==> src/rtl/mul_pkg.sv <==
// Shared encodings for the sequential RV32M multiply controller.
package mul_pkg;

  localparam int MUL_ITER = 32;

  typedef enum logic [1:0] {
    OP_MUL    = 2'b00,
    OP_MULH   = 2'b01,
    OP_MULHSU = 2'b10,
    OP_MULHU  = 2'b11
  } op_e;

  typedef enum logic [2:0] {
    S_IDLE,
    S_NEGA,
    S_NEGB,
    S_MUL,
    S_FIXLO,
    S_FIXHI,
    S_DONE
  } state_e;

endpackage

==> src/rtl/mul_seq_ctrl_cla.sv <==
// 32-bit carry-lookahead adder: eight 4-bit lookahead groups, group carries rippled.
module cla_32bit (
  input  logic [31:0] i_a,
  input  logic [31:0] i_b,
  input  logic        i_cin,
  output logic [31:0] o_sum,
  output logic        o_cout
);

  logic [31:0] g, p;
  logic [8:0]  gc;

  assign g     = i_a & i_b;
  assign p     = i_a ^ i_b;
  assign gc[0] = i_cin;

  for (genvar k = 0; k < 8; k++) begin : g_grp
    logic [3:0] gg, pp;
    logic [4:0] cc;
    assign gg    = g[4*k +: 4];
    assign pp    = p[4*k +: 4];
    assign cc[0] = gc[k];
    assign cc[1] = gg[0] | (pp[0] & cc[0]);
    assign cc[2] = gg[1] | (pp[1] & gg[0]) | (pp[1] & pp[0] & cc[0]);
    assign cc[3] = gg[2] | (pp[2] & gg[1]) | (pp[2] & pp[1] & gg[0])
                 | (pp[2] & pp[1] & pp[0] & cc[0]);
    assign cc[4] = gg[3] | (pp[3] & gg[2]) | (pp[3] & pp[2] & gg[1])
                 | (pp[3] & pp[2] & pp[1] & gg[0]) | ((&pp) & cc[0]);
    assign o_sum[4*k +: 4] = pp ^ cc[3:0];
    assign gc[k+1]         = cc[4];
  end

  assign o_cout = gc[8];

endmodule

==> src/rtl/mul_seq_ctrl.sv <==
// Sequential RV32M multiplier: sign-magnitude shift-add sharing one CLA across
// operand negation, 32 iterations and 64-bit product negation.
module mul_seq_ctrl
  import mul_pkg::*;
#(
  parameter int XLEN = 32,
  parameter int ITER = MUL_ITER
) (
  input  logic            i_clk,
  input  logic            i_reset,
  input  logic            i_start,
  input  logic [1:0]      i_op,
  input  logic [XLEN-1:0] i_rs1,
  input  logic [XLEN-1:0] i_rs2,
  output logic            o_busy,
  output logic            o_done,
  output logic [XLEN-1:0] o_result
);

  localparam int            CW   = $clog2(ITER);
  localparam logic [CW-1:0] LAST = CW'(ITER - 1);

  state_e          state_q, state_d;
  op_e             op_q, op_d, op_in;
  logic [XLEN-1:0] a_q, a_d, b_q, b_d, p_hi_q, p_hi_d, p_lo_q, p_lo_d, res_q, res_d;
  logic [CW-1:0]   cnt_q, cnt_d;
  logic            neg_a_q, neg_a_d, neg_b_q, neg_b_d, carry_q, carry_d;
  logic            neg_p;
  logic [XLEN-1:0] add_a, add_b, sum;
  logic            add_cin, cout;

  assign op_in = op_e'(i_op);
  assign neg_p = neg_a_q ^ neg_b_q;

  cla_32bit u_cla (
    .i_a    (add_a),
    .i_b    (add_b),
    .i_cin  (add_cin),
    .o_sum  (sum),
    .o_cout (cout)
  );

  // Adder operand mux; conditional invert plus carry-in gives two's-complement negate.
  always_comb begin
    add_a   = '0;
    add_b   = '0;
    add_cin = 1'b0;
    unique case (state_q)
      S_NEGA:  begin add_a = neg_a_q ? ~a_q : a_q;       add_cin = neg_a_q; end
      S_NEGB:  begin add_a = neg_b_q ? ~b_q : b_q;       add_cin = neg_b_q; end
      S_MUL:   begin add_a = p_hi_q; add_b = p_lo_q[0] ? a_q : '0;        end
      S_FIXLO: begin add_a = neg_p ? ~p_lo_q : p_lo_q;   add_cin = neg_p;   end
      S_FIXHI: begin add_a = neg_p ? ~p_hi_q : p_hi_q;   add_cin = carry_q; end
      default: ;
    endcase
  end

  always_comb begin
    state_d = state_q;
    op_d    = op_q;
    a_d     = a_q;
    b_d     = b_q;
    p_hi_d  = p_hi_q;
    p_lo_d  = p_lo_q;
    res_d   = res_q;
    cnt_d   = cnt_q;
    neg_a_d = neg_a_q;
    neg_b_d = neg_b_q;
    carry_d = carry_q;
    unique case (state_q)
      S_IDLE: if (i_start) begin
        op_d    = op_in;
        a_d     = i_rs1;
        b_d     = i_rs2;
        neg_a_d = i_rs1[XLEN-1] & ((op_in == OP_MULH) | (op_in == OP_MULHSU));
        neg_b_d = i_rs2[XLEN-1] & (op_in == OP_MULH);
        state_d = S_NEGA;
      end
      S_NEGA: begin
        a_d     = sum;
        state_d = S_NEGB;
      end
      // |rs2| lands straight in P_lo so MUL starts iterating on its first cycle.
      S_NEGB: begin
        b_d     = sum;
        p_lo_d  = sum;
        p_hi_d  = '0;
        cnt_d   = '0;
        state_d = S_MUL;
      end
      S_MUL: begin
        {p_hi_d, p_lo_d} = {cout, sum, p_lo_q[XLEN-1:1]};
        cnt_d = cnt_q + CW'(1);
        if (cnt_q == LAST) state_d = S_FIXLO;
      end
      S_FIXLO: begin
        p_lo_d  = sum;
        carry_d = cout & neg_p;
        state_d = S_FIXHI;
      end
      S_FIXHI: begin
        p_hi_d  = sum;
        res_d   = (op_q == OP_MUL) ? p_lo_q : sum;
        state_d = S_DONE;
      end
      S_DONE:  state_d = S_IDLE;
      default: state_d = S_IDLE;
    endcase
  end

  always_ff @(posedge i_clk or posedge i_reset) begin
    if (i_reset) begin
      state_q <= S_IDLE;
      op_q    <= OP_MUL;
      a_q     <= '0;
      b_q     <= '0;
      p_hi_q  <= '0;
      p_lo_q  <= '0;
      res_q   <= '0;
      cnt_q   <= '0;
      neg_a_q <= 1'b0;
      neg_b_q <= 1'b0;
      carry_q <= 1'b0;
    end else begin
      state_q <= state_d;
      op_q    <= op_d;
      a_q     <= a_d;
      b_q     <= b_d;
      p_hi_q  <= p_hi_d;
      p_lo_q  <= p_lo_d;
      res_q   <= res_d;
      cnt_q   <= cnt_d;
      neg_a_q <= neg_a_d;
      neg_b_q <= neg_b_d;
      carry_q <= carry_d;
    end
  end

  assign o_busy   = (state_q != S_IDLE);
  assign o_done   = (state_q == S_DONE);
  assign o_result = res_q;

endmodule
==> config.mk <==
export PLATFORM = sky130hd
export DESIGN_NAME = mul_seq_ctrl
export DESIGN_NICKNAME = d
export VERILOG_FILES = /design/src/rtl/mul_pkg.sv /design/src/rtl/mul_seq_ctrl_cla.sv /design/src/rtl/mul_seq_ctrl.sv
export SDC_FILE = /design/constraint.sdc
export NUM_CORES = 1
export LEC_CHECK = 0
export ABC_AREA = 1
export CORE_UTILIZATION = 57
export CTS_CLUSTER_DIAMETER = 80
export DETAILED_ROUTE_END_ITERATION = 10
export GPL_TIMING_DRIVEN = 0
export PLACE_DENSITY = 0.85
export SYNTH_ARGS = -nofsm -noshare
export SYNTH_HDL_FRONTEND = slang
export SYNTH_SLANG_ARGS = --single-unit
export TNS_END_PERCENT = 100
==> constraint.sdc <==
create_clock -name i_clk -period 8.1 [get_ports i_clk]
set_clock_uncertainty 0.05 [all_clocks]
set_input_delay 1.62 -clock i_clk [delete_from_list [all_inputs] [get_ports i_clk]]
set_output_delay 1.62 -clock i_clk [all_outputs]
set_load 0.03 [all_outputs]
==> impl_metrics.ini, run 1 <==
[status]
outcome = finished, final reports clean

[floorplan]
dieArea_um2 = 20700
die_y_um = 144
coreArea_um2 = 19600
io_pins = 103
initial_core_util_pct = 58.4
rows = 51
die_w_um = 144

[sta]
hold_violations = 0
slew_viol_final = 0
finalSetupViolations = 0
hold_slack_ns = 0.430
fmax_mhz = 142
setup_tns_ns = 0
fin_crit_sh_pct = 86.7
worst_pin_slew_ns = 1.07
relSlewSlack_pct = 27.8
grt_setup_unrepaired = false
layout_setup_ws_ns = 1.08
layout_min_cycle_time_ns = 7.02

[power_and_ir_drop]
peakVddDrop_mv = 0.230
leakage_nw = 6.30
powerDensity_nw_per_um2 = 472

[place]
placed_cell_area_um2 = 12800
dpl.hpwl_mm = 34.1
numPortBuffers = 102
place_congestion = 0.976
dp_slack_ns = 1.65

[clock_tree]
cts_resized = 0
cts_sinks = 173
root_buffer = clkbuf_16
htreeDepth = 4
postCtsSetupRepairBufs = 0
cts_buffers = 17
insertion_delay_ns = 0.45
hold_buffers = 0
max-clock-path-buffers = 2
cts_tree = yes
clkTransAtPathRegs_ns = 0.07

[setup_path]
cp_max_fo = 10
critPathKind = reg -> reg
end_kind = flip-flop
critical_path_required_ns = 8.33
startpoint_type = flip-flop
crit_family = simple AND/OR/NAND/NOR gates
slowest_stage = clkbuf_1
cp.arrival_ns = 7.25
cp_num_buf_inv = 5
r2r_setup_slack_ns = 1.08
critPathMaxStageDelay_ns = 0.74
crit_top_cell = nand2_2

[final_layout]
finish.utilization_pct = 68.5
fin_area_um2 = 13400
area_delta_synth_final_pct = 17.3
fin_nets = 1780
drive_gt1_share_pct = 4.88
fillers = 1742

[global_routing]
grt_overflow_total = 0
gr-usage-met1_pct = 56.3
grt_use_met2_pct = 71.5
grt_pass1_wl_mm = 69.1
track_usage_pct = 46.5
antenna_found_initial = 1
grtUsageMet3_pct = 11.0
grt_pass1_vias = 11999
grt_max_degree = 89
top_usage_layer = met2

[logic_synthesis]
ys_types = 45
yosys_warnings = 0
yosysMostFrequentCell = nand2_1
syn_nets = 1658
synth_top_area_share_pct = 37.8
netlist_area_um2 = 11400
synth_edf_count = 0
ys_seq_elements = 173
async_flop_share_pct = 100
synth_ff_type = dfrtp_1
synth_top_area_cell = dfrtp_1
syn_inst = 1546
postSynthAreaPerCell_um2 = 7.41
synthTopCellsByCount = nand2_1 (405), inv_1 (199), dfrtp_1 (173)
synth_area_leaders = dfrtp_1 (38%), nand2_1 (13%), o221ai_1 (7.1%)
ys_seq_area_share_pct = 37.8

[drt]
num_vias = 12532
wl_per_cell_um = 23.7
wl_mm = 46.1
drc = 0
avgViaCountPerCell = 6.44
dr.pass1.iters = 9
drt_iter0_drc = 1518
ant_nets = 0

[hold_path]
hold_class = reg -> reg

[run]
maxCapViolCount = 0
final timing paths:
path,from,endpoint,cells past startpoint
worst max-delay path,state_q[1],p_hi_q[28],30
max in group asynchronous,i_reset,p_hi_q[23],3
worst max register to register,state_q[1],p_hi_q[28],30
worst min-delay path,o_result[11],o_result[11],2
worst min register to register,o_result[11],o_result[11],2
min in group asynchronous,i_reset,o_result[10],2
layout by cell type (no fill, tap or decap), types with 11 or more instances in the layout:
| cell | count |
|---|---|
| o22ai_1 | 11 |
| o21ai_0 | 89 |
| clkbuf_1 | 83 |
| nor2_1 | 117 |
| dfrtp_1 | 173 |
| ha_1 | 35 |
| o221ai_1 | 93 |
| nor3b_1 | 13 |
| clkdlybuf4s50_1 | 102 |
| nand2_2 | 15 |
| clkbuf_16 | 17 |
| nand3_1 | 85 |
| inv_1 | 198 |
| xor2_1 | 25 |
| a32oi_1 | 22 |
| nand2_1 | 405 |
| a21oi_1 | 63 |
| nand4_1 | 13 |
| o2111ai_1 | 11 |
metrics by stage:
step,total power (W),instances
6_report,0.00633,1947
3_5_place_dp,0.00527,1914
4_1_cts,0.00612,1946
5_1_grt,0.00661,1946
2_1_floorplan,0.00383,1546
3_3_place_gp,0.00518,1913
cell type report:
| type | instances | area [um2] | share of cell area, % |
|---|---|---|---|
| Sequential cell | 173 | 4330 | 32.2 |
| Clock inverter | 14 | 158 | 1.17 |
| Tap cell | 265 | 332 | 2.47 |
| Antenna cell | 1 | 2.50 | 0.0186 |
| Timing Repair Buffer | 103 | 1050 | 7.81 |
| Inverter | 206 | 781 | 5.82 |
| Clock buffer | 18 | 429 | 3.20 |
| Buffer | 94 | 359 | 2.67 |
| Multi-Input combinational cell | 1073 | 5990 | 44.6 |
power by group:
group	internal, W	leakage [nW]	switching, W
sequential	0.00122	2.24	0.000234
combinational	0.00112	3.78	0.00290
clock	0.000460	0.278	0.000392
state kept, by name, indices dropped and copies added, names as in the netlist:
name and cells:
a_q 32, b_q 32, carry_q 1, cnt_q 5, neg_a_q 1, neg_b_q 1
o_result 32, op_q 2, p_hi_q 32, p_lo_q 32, state_q 3
metal layers:
layer | routed length (um) | vias up
li1 | - | 5429
met1 | 16200 | 5882
met2 | 20400 | 966
met3 | 5520 | 255
met4 | 3940 | 0
met5 | 0 | -
kinds of logic (layout without fill, tap and decap cells):
family,after synthesis,count (layout),synth area share (%)
simple gates,673,673,24.9
compound gates,326,326,19.7
buf+inv,300,435,9.89
flops,173,173,37.8
fa+ha+maj,43,43,5.22
xor+xnor,31,31,2.44
other cells,0,1,0
tightest hold or removal path: cells and delay by family (launching register included):
kind             cells  cell delay, ns
DFF                  1            0.34
and+or+nand+nor      2            0.10
(Power assumes the default switching activity.)
==> inputs of run 2 (changes only) <==
==> constraint.sdc (replaced) <==
create_clock -name i_clk -period 8.1 [get_ports i_clk]
set_clock_uncertainty 0.05 [all_clocks]
set_input_delay 2.43 -clock i_clk [delete_from_list [all_inputs] [get_ports i_clk]]
set_output_delay 2.43 -clock i_clk [all_outputs]
set_load 0.03 [all_outputs]
==> results of run 2 <==
Same layout as run 1 (identical final DEF). Status: finished, final reports clean.
==> RTL edit: new RTL, settings of run 1 <==
The package constant `MUL_ITER` goes from 32 to 64.
--- a/src/rtl/mul_pkg.sv
+++ b/src/rtl/mul_pkg.sv
@@ -2,5 +2,5 @@
 package mul_pkg;
 
-  localparam int MUL_ITER = 32;
+  localparam int MUL_ITER = 64;
 
   typedef enum logic [1:0] {
Behaviour: no difference found for any inputs over 10 cycles, from zero or initial values and one cycle with i_reset high; that may be too few to reach the edited logic, so the function may still have changed.
==> RTL edit against run 1 <==
- worst setup slack better by 350 ps
- final area hardly changed
- area after synthesis stayed put
- wire length is 6.4% higher
- global-route usage is 2.4 points higher
- sequential cell count is 1 higher
- largest cell class unchanged
- critical endpoint is now p_lo_q[29]
Power is left out: it rests on default switching activity, and per cell area and clock period it moved more than threefold.
==> RTL edit: results (changes against run 1) <==
- H-Tree Depth: 4 (unchanged)
- R2R depth: 33 (+10%)
- Hold Path Depth: 2 (unchanged)
- Drt total wl: 49000 µm (+6.4%)
- Crit path largest cell delay: 660 ps (-80 ps)
- Final setup fails: 0 (unchanged)
- Worst slack, placed: 1820 ps (+164 ps)
- Run status: completed
- Clock root buffer: clkbuf_16
- Wirelength per Cell: 24.8 µm (+4.7%)
- Max-cap violations: 0 (unchanged)
- Final min period: 6670 ps (-353 ps)
- Worst-Skew Late Latency: 460 ps
- Antenna Cells: 0 (-1)
- Maximum fanout along the worst path: 10 (unchanged)
- Crit path DAT: 6930 ps (-320 ps)
- Tot GR Track Use: 0.489 (+0.0242)
- TritonCTS buffer count: 17 (unchanged)
- Synth Area per Inst: 7.25 µm² (-2.1%)
- Dpl cells: 1947 (+1.7%)
- Post-Syn Nets: 1690 (+1.9%)
- Slowest stage cell, crit path: clkbuf_1
- Worst Hold End: o_result[6]
- Post_cts resized: 0 (unchanged)
- Layout cells sized above 1: 0.0391 (-0.00967)
- Placement-stage cell area: 0.0128 mm² (unchanged)
- Critical R2R Launch: neg_a_q
- Sequential fraction of the synthesis area: 0.380 (+0.00219)
- Largest net degree at the start of global routing: 122 (+37%)
- Yosys warning count: 0 (unchanged)
- HP Start: o_result[6]
- Nets: 1812 (+1.8%)
- Post-CTS Setup Repair Bufs: 0 (unchanged)
- RR Endpoint: p_lo_q[29]
- Total vias in the final route: 12800 (+2.5%)
- FF-to-FF setup slack: 1430 ps (+350 ps)
- GP Congestion: 1.04 (+6.6%)
- Async SR Flop Fraction: 1.00 (unchanged)
- Hold WC Path Type: flip-flop to flip-flop
- Synth cell count leaders: nand2_1, inv_1, dfrtp_1
- Most used DFF post-synth: dfrtp_1
- First-pass GRT wire length: 71600 µm (+3.6%)
- Unique cell type count in the Yosys netlist: 44 (-2.2%)
- Initial antenna violation count: 1 (unchanged)
- DRT iter0 DRCs: 1818 (+20%)
- Worst slew margin: 0.272 (-0.00557)
- Ranking of synthesized cells by area: dfrtp_1, nand2_1, inv_1
- Vias in the first global route: 12100 (+0.93%)
- Worst-path clk slew: 70 ps (about the same)
- Clock Path Buffers: 2 (unchanged)
- DP HPWL: 35200 µm (+3.5%)
- Drt first pass iters: 6 (-3)
- Port buffer count: 102 (unchanged)
RTL edit: how the worst max path moves through the flow:
stage	from	to
2_1_floorplan	i_reset	a_q[0]
3_3_place_gp	i_reset	a_q[18]
3_5_place_dp	neg_a_q	p_hi_q[28]
4_1_cts	neg_a_q	p_lo_q[29]
5_1_grt	state_q[1]	p_lo_q[29]
6_report	neg_a_q	p_lo_q[29]
RTL edit: kinds of logic after synthesis:
| group | after synthesis | share of synthesized area |
|---|---|---|
| compound gates | 328 | 0.189 |
| xor+xnor | 33 | 0.0266 |
| fa+ha+maj | 42 | 0.0511 |
| buf+inv | 299 | 0.0986 |
| flops | 174 | 0.380 |
| simple gates | 703 | 0.255 |
RTL edit: area by class of cell:
class	count	area, µm²
clock inverter	12	128
fill	1748	6170
clock buffer	19	453
buffer	94	359
timing repair buffer	103	1050
multi-input combinational	1106	5970
inverter	205	777
sequential	174	4350
tap	265	332
RTL edit: per-layer routing:
metal | vias up | routed length, µm | global-route usage
li1 | 5514 | - | -
met1 | 5961 | 17500 | 0.617
met2 | 1115 | 20800 | 0.735
met3 | 253 | 6860 | 0.120
met4 | 0 | 3770 | 0.349
met5 | - | 0 | 0
RTL edit: metrics by stage:
stage,setup TNS [ps],util,hold WS [ps]
3_5_place_dp,0,0.655,414
5_1_grt,0,0.685,449
4_1_cts,0,0.685,433
3_3_place_gp,-141000,0.653,414
2_1_floorplan,0,-,400
6_report,0,0.685,430
RTL edit: critical path: cells and delay by family, from the launching register on:
family / cells / cell delay (ps)
simple gates: 20 / 2190
buf+inv: 7 / 2080
fa+ha+maj: 2 / 750
xor+xnor: 1 / 550
compound gates: 3 / 500
flops: 1 / 370
